==> config.mk <==
export PLATFORM = sky130hd
export DESIGN_NAME = dds_param_ctrl
export DESIGN_NICKNAME = d
export VERILOG_FILES = /design/src/rtl/dds_param_ctrl.sv
export SDC_FILE = /design/constraint.sdc
export NUM_CORES = 1
export LEC_CHECK = 0
export CAP_MARGIN = 20
export CELL_PAD_IN_SITES_DETAIL_PLACEMENT = 1
export CELL_PAD_IN_SITES_GLOBAL_PLACEMENT = 1
export CORE_ASPECT_RATIO = 0.8
export CORE_MARGIN = 1.5
export CORE_UTILIZATION = 48
export CTS_CLUSTER_DIAMETER = 100
export DETAILED_ROUTE_END_ITERATION = 10
export GPL_TIMING_DRIVEN = 0
export PLACE_DENSITY_LB_ADDON = 0.1
export SETUP_SLACK_MARGIN = 0.02
export SLEW_MARGIN = 20
export SYNTH_ARGS = -nofsm -noshare
export SYNTH_HDL_FRONTEND = slang
export SYNTH_SLANG_ARGS = --single-unit
==> constraint.sdc <==
create_clock -name clk -period 5.7 [get_ports clk]
set_clock_uncertainty 0.15 [all_clocks]
set_input_delay 0.855 -clock clk [delete_from_list [all_inputs] [get_ports clk]]
set_output_delay 0.855 -clock clk [all_outputs]
set_load 0.05 [all_outputs]
==> src/rtl/dds_param_ctrl.sv <==
// dds_param_ctrl: stages phase increment, amplitude and shape from manual
// step pulses or a triangular frequency sweep, and commits them to the
// outputs either on every accumulator wrap or on every clock.
module dds_param_ctrl #(
  parameter int PHASE_W     = 13,
  parameter int AMP_W       = 11,
  parameter int PHASE_INIT  = 500,
  parameter int AMP_INIT    = 1200,
  parameter int AMP_MAX     = 2047,
  parameter int PHASE_STEP  = 10,
  parameter int AMP_STEP    = 50,
  parameter int SWEEP_MIN   = 100,
  parameter int SWEEP_MAX   = 4000,
  parameter int SWEEP_DIV   = 1000,
  parameter int SYNC_UPDATE = 1
) (
  input  logic               clk,
  input  logic               rst,
  input  logic               freq_up,
  input  logic               freq_dn,
  input  logic               amp_up,
  input  logic               amp_dn,
  input  logic               shape_next,
  input  logic               sweep_en,
  input  logic               phase_wrap,
  output logic [PHASE_W-1:0] phase_M,
  output logic [AMP_W-1:0]   signal_A,
  output logic [1:0]         signal_shape,
  output logic               param_upd
);

  localparam int DIV_W = (SWEEP_DIV > 1) ? $clog2(SWEEP_DIV) : 1;

  localparam logic [PHASE_W:0]   LP_PH_STEP = (PHASE_W+1)'(PHASE_STEP);
  localparam logic [PHASE_W:0]   LP_PH_MAX  = {1'b0, {PHASE_W{1'b1}}};
  localparam logic [PHASE_W:0]   LP_SW_MIN  = (PHASE_W+1)'(SWEEP_MIN);
  localparam logic [PHASE_W:0]   LP_SW_MAX  = (PHASE_W+1)'(SWEEP_MAX);
  localparam logic [PHASE_W-1:0] LP_PH_INIT = PHASE_W'(PHASE_INIT);
  localparam logic [PHASE_W-1:0] LP_PH_ONE  = PHASE_W'(1);
  localparam logic [AMP_W:0]     LP_AMP_STEP = (AMP_W+1)'(AMP_STEP);
  localparam logic [AMP_W:0]     LP_AMP_MAX  = (AMP_W+1)'(AMP_MAX);
  localparam logic [AMP_W-1:0]   LP_AMP_INIT = AMP_W'(AMP_INIT);
  localparam logic [DIV_W-1:0]   LP_DIV_TC   = DIV_W'(SWEEP_DIV - 1);

  typedef enum logic [1:0] {S_IDLE, S_UP, S_DN} state_t;

  state_t             r_state, w_state_nxt;
  logic [DIV_W-1:0]   r_div;
  logic [PHASE_W-1:0] r_stg_phase, r_phase_M;
  logic [AMP_W-1:0]   r_stg_amp, r_signal_A;
  logic [1:0]         r_stg_shape, r_signal_shape;
  logic               r_param_upd;

  logic [PHASE_W:0]   w_ph_ext, w_ph_inc, w_ph_dec;
  logic [PHASE_W-1:0] w_man_up, w_man_dn, w_sw_up, w_sw_dn, w_sw_phase;
  logic [AMP_W:0]     w_amp_ext, w_amp_inc;
  logic [AMP_W-1:0]   w_amp_up, w_amp_dn;
  logic               w_sw_tick, w_sw_step, w_commit, w_diff;

  // Widened step arithmetic so saturation compares cannot overflow
  always_comb begin
    w_ph_ext  = {1'b0, r_stg_phase};
    w_ph_inc  = w_ph_ext + LP_PH_STEP;
    w_ph_dec  = w_ph_ext - LP_PH_STEP;
    w_man_up  = (w_ph_inc > LP_PH_MAX) ? LP_PH_MAX[PHASE_W-1:0] : w_ph_inc[PHASE_W-1:0];
    w_man_dn  = (w_ph_ext > LP_PH_STEP) ? w_ph_dec[PHASE_W-1:0] : LP_PH_ONE;
    // Sweep steps also pull an out-of-range start back inside [MIN, MAX]
    if (w_ph_inc >= LP_SW_MAX)     w_sw_up = LP_SW_MAX[PHASE_W-1:0];
    else if (w_ph_inc < LP_SW_MIN) w_sw_up = LP_SW_MIN[PHASE_W-1:0];
    else                           w_sw_up = w_ph_inc[PHASE_W-1:0];
    if ((w_ph_ext <= LP_PH_STEP) || (w_ph_dec <= LP_SW_MIN)) w_sw_dn = LP_SW_MIN[PHASE_W-1:0];
    else if (w_ph_dec > LP_SW_MAX)                           w_sw_dn = LP_SW_MAX[PHASE_W-1:0];
    else                                                     w_sw_dn = w_ph_dec[PHASE_W-1:0];
    w_amp_ext = {1'b0, r_stg_amp};
    w_amp_inc = w_amp_ext + LP_AMP_STEP;
    w_amp_up  = (w_amp_inc > LP_AMP_MAX) ? LP_AMP_MAX[AMP_W-1:0] : w_amp_inc[AMP_W-1:0];
    w_amp_dn  = (w_amp_ext < LP_AMP_STEP) ? '0 : r_stg_amp - LP_AMP_STEP[AMP_W-1:0];
  end

  // Sweep FSM next state and the phase value of a sweep step
  always_comb begin
    w_state_nxt = r_state;
    w_sw_phase  = r_stg_phase;
    w_sw_tick   = (r_state != S_IDLE) && (r_div == LP_DIV_TC);
    w_sw_step   = w_sw_tick && sweep_en;
    case (r_state)
      S_IDLE: if (sweep_en) w_state_nxt = S_UP;
      S_UP: begin
        if (!sweep_en) w_state_nxt = S_IDLE;
        else if (w_sw_tick) begin
          w_sw_phase = w_sw_up;
          if ({1'b0, w_sw_up} == LP_SW_MAX) w_state_nxt = S_DN;
        end
      end
      S_DN: begin
        if (!sweep_en) w_state_nxt = S_IDLE;
        else if (w_sw_tick) begin
          w_sw_phase = w_sw_dn;
          if ({1'b0, w_sw_dn} == LP_SW_MIN) w_state_nxt = S_UP;
        end
      end
      default: w_state_nxt = S_IDLE;
    endcase
  end

  // FSM state and sweep divider; divider only runs while sweeping
  always_ff @(posedge clk) begin
    if (rst) begin
      r_state <= S_IDLE;
      r_div   <= '0;
    end else begin
      r_state <= w_state_nxt;
      if (!sweep_en || r_state == S_IDLE || r_div == LP_DIV_TC) r_div <= '0;
      else                                                    r_div <= r_div + 1'b1;
    end
  end

  // Staged parameters: manual phase steps only while the sweep is idle
  always_ff @(posedge clk) begin
    if (rst) begin
      r_stg_phase <= LP_PH_INIT;
      r_stg_amp   <= LP_AMP_INIT;
      r_stg_shape <= 2'd0;
    end else begin
      if (r_state == S_IDLE) begin
        if (freq_up && !freq_dn)      r_stg_phase <= w_man_up;
        else if (freq_dn && !freq_up) r_stg_phase <= w_man_dn;
      end else if (w_sw_step) begin
        r_stg_phase <= w_sw_phase;
      end
      if (amp_up && !amp_dn)      r_stg_amp <= w_amp_up;
      else if (amp_dn && !amp_up) r_stg_amp <= w_amp_dn;
      if (shape_next) r_stg_shape <= (r_stg_shape >= 2'd2) ? 2'd0 : r_stg_shape + 2'd1;
    end
  end

  assign w_commit = (SYNC_UPDATE != 0) ? phase_wrap : 1'b1;
  assign w_diff   = (r_stg_phase != r_phase_M) || (r_stg_amp != r_signal_A) ||
                    (r_stg_shape != r_signal_shape);

  // Commit staged values to the outputs; flag commits that changed something
  always_ff @(posedge clk) begin
    if (rst) begin
      r_phase_M      <= LP_PH_INIT;
      r_signal_A     <= LP_AMP_INIT;
      r_signal_shape <= 2'd0;
      r_param_upd    <= 1'b0;
    end else begin
      r_param_upd <= w_commit && w_diff;
      if (w_commit) begin
        r_phase_M      <= r_stg_phase;
        r_signal_A     <= r_stg_amp;
        r_signal_shape <= r_stg_shape;
      end
    end
  end

  assign phase_M      = r_phase_M;
  assign signal_A     = r_signal_A;
  assign signal_shape = r_signal_shape;
  assign param_upd    = r_param_upd;

endmodule

==> run metrics <==
met1 wire length between 7 and 8 mm; Synth Flop Type dfxtp_1; WL met3 1.464 mm; clk_lat worst skew ~0.34 ns; initial antenna violation count 0; Core Area about 0.0097 mm²; CTS hold repair buffers 0; Setup TNS Final 0 ns; main combinational cell family by area after synthesis compound AO/OA/AOI/OAI gates; Syn Area/Cell 7.653 µm²; Comb power frac 36.3%; synthesized flop and latch total between 60 and 70; CTS Buf Count 9; GPL Wtd Cong 0.9557; Compound-Gate Fraction of Synth Area between 20% and 30%; Die Width approximately 120 µm; critical path class flop to flop; switching share of power 39.12%; Routed WL ~18 mm; Crit Path Max Fanout 10; Resized Gates After CTS 0; Hold Path End r_div[0]$_SDFF_PP0_; Gate Count Post-Synth approximately 630; final worst path period share between 70% and 80%; Fin. Hold Viols 0; WL met2 between 8 and 9 mm; post-synth top area share between 20% and 30%; mux cell area share after synthesis under 10%; FP Rows 32; Worst setup EP type flop; reg2reg end r_state[0]$_SDFFE_PP0P_; HP Start r_div[0]$_SDFF_PP0_; ANT nets after route 0; Mapped Nets between 600 and 700; Synth Area in Simple Gates 25.05%; Final Slew Violations 0; Critical Path RT ~5.8 ns; dpl hpwl roughly 13 mm; post-layout min period just over 4 ns; pin count of the biggest net entering global routing 14; Yosys cell types 73; yosys warns 0; CTS Buffer Depth 2; Switch Pwr 671.5 µW; Vias/cell roughly 6.5; Hold Path Depth 1; Post-Syn Area between 0.004 and 0.005 mm²; Die ar. between 0.01 and 0.015 mm²; Pre-antenna DRT Iters 7; post-synthesis xor/xnor area fraction 9.220%; CP Data Arrival Time around 4.2 ns; Hold Path Class flop to flop; P per Cell Area roughly 300 mW/mm²; routed len/inst about 22 µm; Reg2Reg Setup Slack approximately 1.6 ns; Root Driver clkbuf_16; Initial Util 49.79%; setup bufs post-CTS 0; Synth Area in Adders approximately 1.8%; fin nets roughly 690; Yosys top cell by area dfxtp_1; via count approximately 5300; die height 92.86 µm; uppermost routed layer met4; CTS tree done; # IOs 36; Async SR Flop Fraction 0%; Pint 1.045 mW; Tot GR Track Use ~34%; final setup vio count 0; Lkg Pwr 2.059 nW; EDFF count, synth 0; Reg power frac 30.2%; most frequent cells in the layout 74 x nor2_1, 65 x dfxtp_1, 41 x nand2_1; RSZ-0062 raised after global routing false; CTS clk-pin slew, worst paths 0.06 ns; Slew headroom a little under a quarter; vias in the first global route between 5000 and 6000; Fmax 241.5 MHz; drt drc 0; CTS sink cnt 65; commonest non-fill, non-tap cell in the layout nor2_1; layout cell share with drive strength beyond 1 under 10%; first-pass GRT wire length 28.03 mm; Seq/Total Area, Yosys a little over a quarter; Antenna diodes 0; Syn-to-layout area delta 16.74%; status complete, no violations; reg-to-reg startpoint r_stg_phase[1]$_SDFFE_PP0P_; Final Power between 1.5 and 2 mW; VDD IR-drop max about 0.19 mV; DRT iter0 DRCs around 400; Tightest Pin Transition 1.149 ns; Startpoint Class flop; H-Tree Depth 3; IO buf count 33; Clk pwr share approximately a third; Register-to-Register Path Depth 10; GR Overflow Total 0; maximum capacitance violations 0; Synth area leaders dfxtp_1 27%, mux2i_1 6.0%, xnor2_1 5.8%, nor2_1 5.7%, a21oi_1 4.0%
==> flip-flops by register name, indices dropped and copies added, names as in the netlist <==
signal and cells:
phase_M 13, r_stg_shape 2, r_stg_phase 13, signal_A 11
r_state 2, param_upd 1, signal_shape 2, r_div 10
r_stg_amp 11
==> routing by layer <==
metal	global-route usage, %	vias up
met2	54.34	222
met5	0	-
met3	8.639	26
li1	-	2411
met1	45.43	2646
met4	9.877	0
==> cells by family (layout without fill, tap and decap cells) <==
logic type	count (synthesis)	count (layout)
DFF	65	65
AOI/OAI and AO/OA	173	173
xor gates and xnor gates	51	51
and+or+nand+nor	238	238
muxes	29	29
buffers and inverters	70	119
adders and majority gates	7	7
==> cells in the mapped netlist (12+ instances only) <==
cell type   n
xnor2_1    32
a21oi_1    39
nand2b_1   13
nor2_1     74
nor4_1     12
xor2_1     19
nand2_1    41
mux2i_1    29
o21ai_0    32
nand3_1    14
nor3_1     19
clkbuf_1   38
dfxtp_1    65
inv_1      17
nor2b_1    12
==> worst max-delay path: stages, from the launching register on <==
cell and delay, ns:
dfxtp_1 0.44, buf_2 0.29, inv_1 0.16, ha_1 0.37, clkbuf_1 0.26, o211ai_1 0.26, a21oi_1 0.10, a2111oi_1 1.02
o31ai_1 0.18, a2111oi_0 0.62, o32ai_1 0.14
==> worst max path at each step <==
stage	startpoint	to	slack (ns)	depth (start not counted)
2_1_floorplan	r_stg_phase[1]$_SDFFE_PP0P_	r_state[1]$_SDFFE_PP0P_	2.65	10
4_1_cts	r_stg_phase[1]$_SDFFE_PP0P_	r_state[0]$_SDFFE_PP0P_	1.74	10
5_1_grt	r_stg_phase[1]$_SDFFE_PP0P_	r_state[0]$_SDFFE_PP0P_	1.32	10
6_report	r_stg_phase[1]$_SDFFE_PP0P_	r_state[0]$_SDFFE_PP0P_	1.56	10
3_3_place_gp	r_stg_phase[1]$_SDFFE_PP0P_	r_state[0]$_SDFFE_PP0P_	1.73	10
3_5_place_dp	freq_dn	r_stg_phase[3]$_SDFFE_PP0P_	1.72	10
==> per-stage QoR <==
step,hold WS (ns),utilization (%),std cells,setup WS (ns),area [µm²]
2_1_floorplan,0.2760,-,633,2.647,4845
3_3_place_gp,0.2924,54.94,802,1.732,5345
5_1_grt,0.3458,58.13,818,1.320,5655
3_5_place_dp,0.3231,55.02,802,1.716,5353
4_1_cts,0.3320,58.13,818,1.738,5655
6_report,0.3271,58.13,818,1.559,5655
==> power groups by stage <==
stage / sequential (mW) / clock [mW] / combinational (mW)
after CTS: 0.517 / 0.580 / 0.606
after global placement: 0.524 / 0 / 0.571
after floorplan: 0.550 / 0 / 0.401
after detailed placement: 0.526 / 0 / 0.596
final: 0.518 / 0.575 / 0.624
after global routing: 0.521 / 0.600 / 0.666
==> layout make-up <==
type	instances	area [µm²]
plain buffers	53	222.7
clock buffers	9	225.2
clock inverters	7	77.57
fillers	1242	4074
inverters	17	63.81
multi-input cells	498	3264
flip-flops and latches	65	1301
well taps	136	170.2
repair buffers	33	330.3
Power figures use the tool's default switching activity.
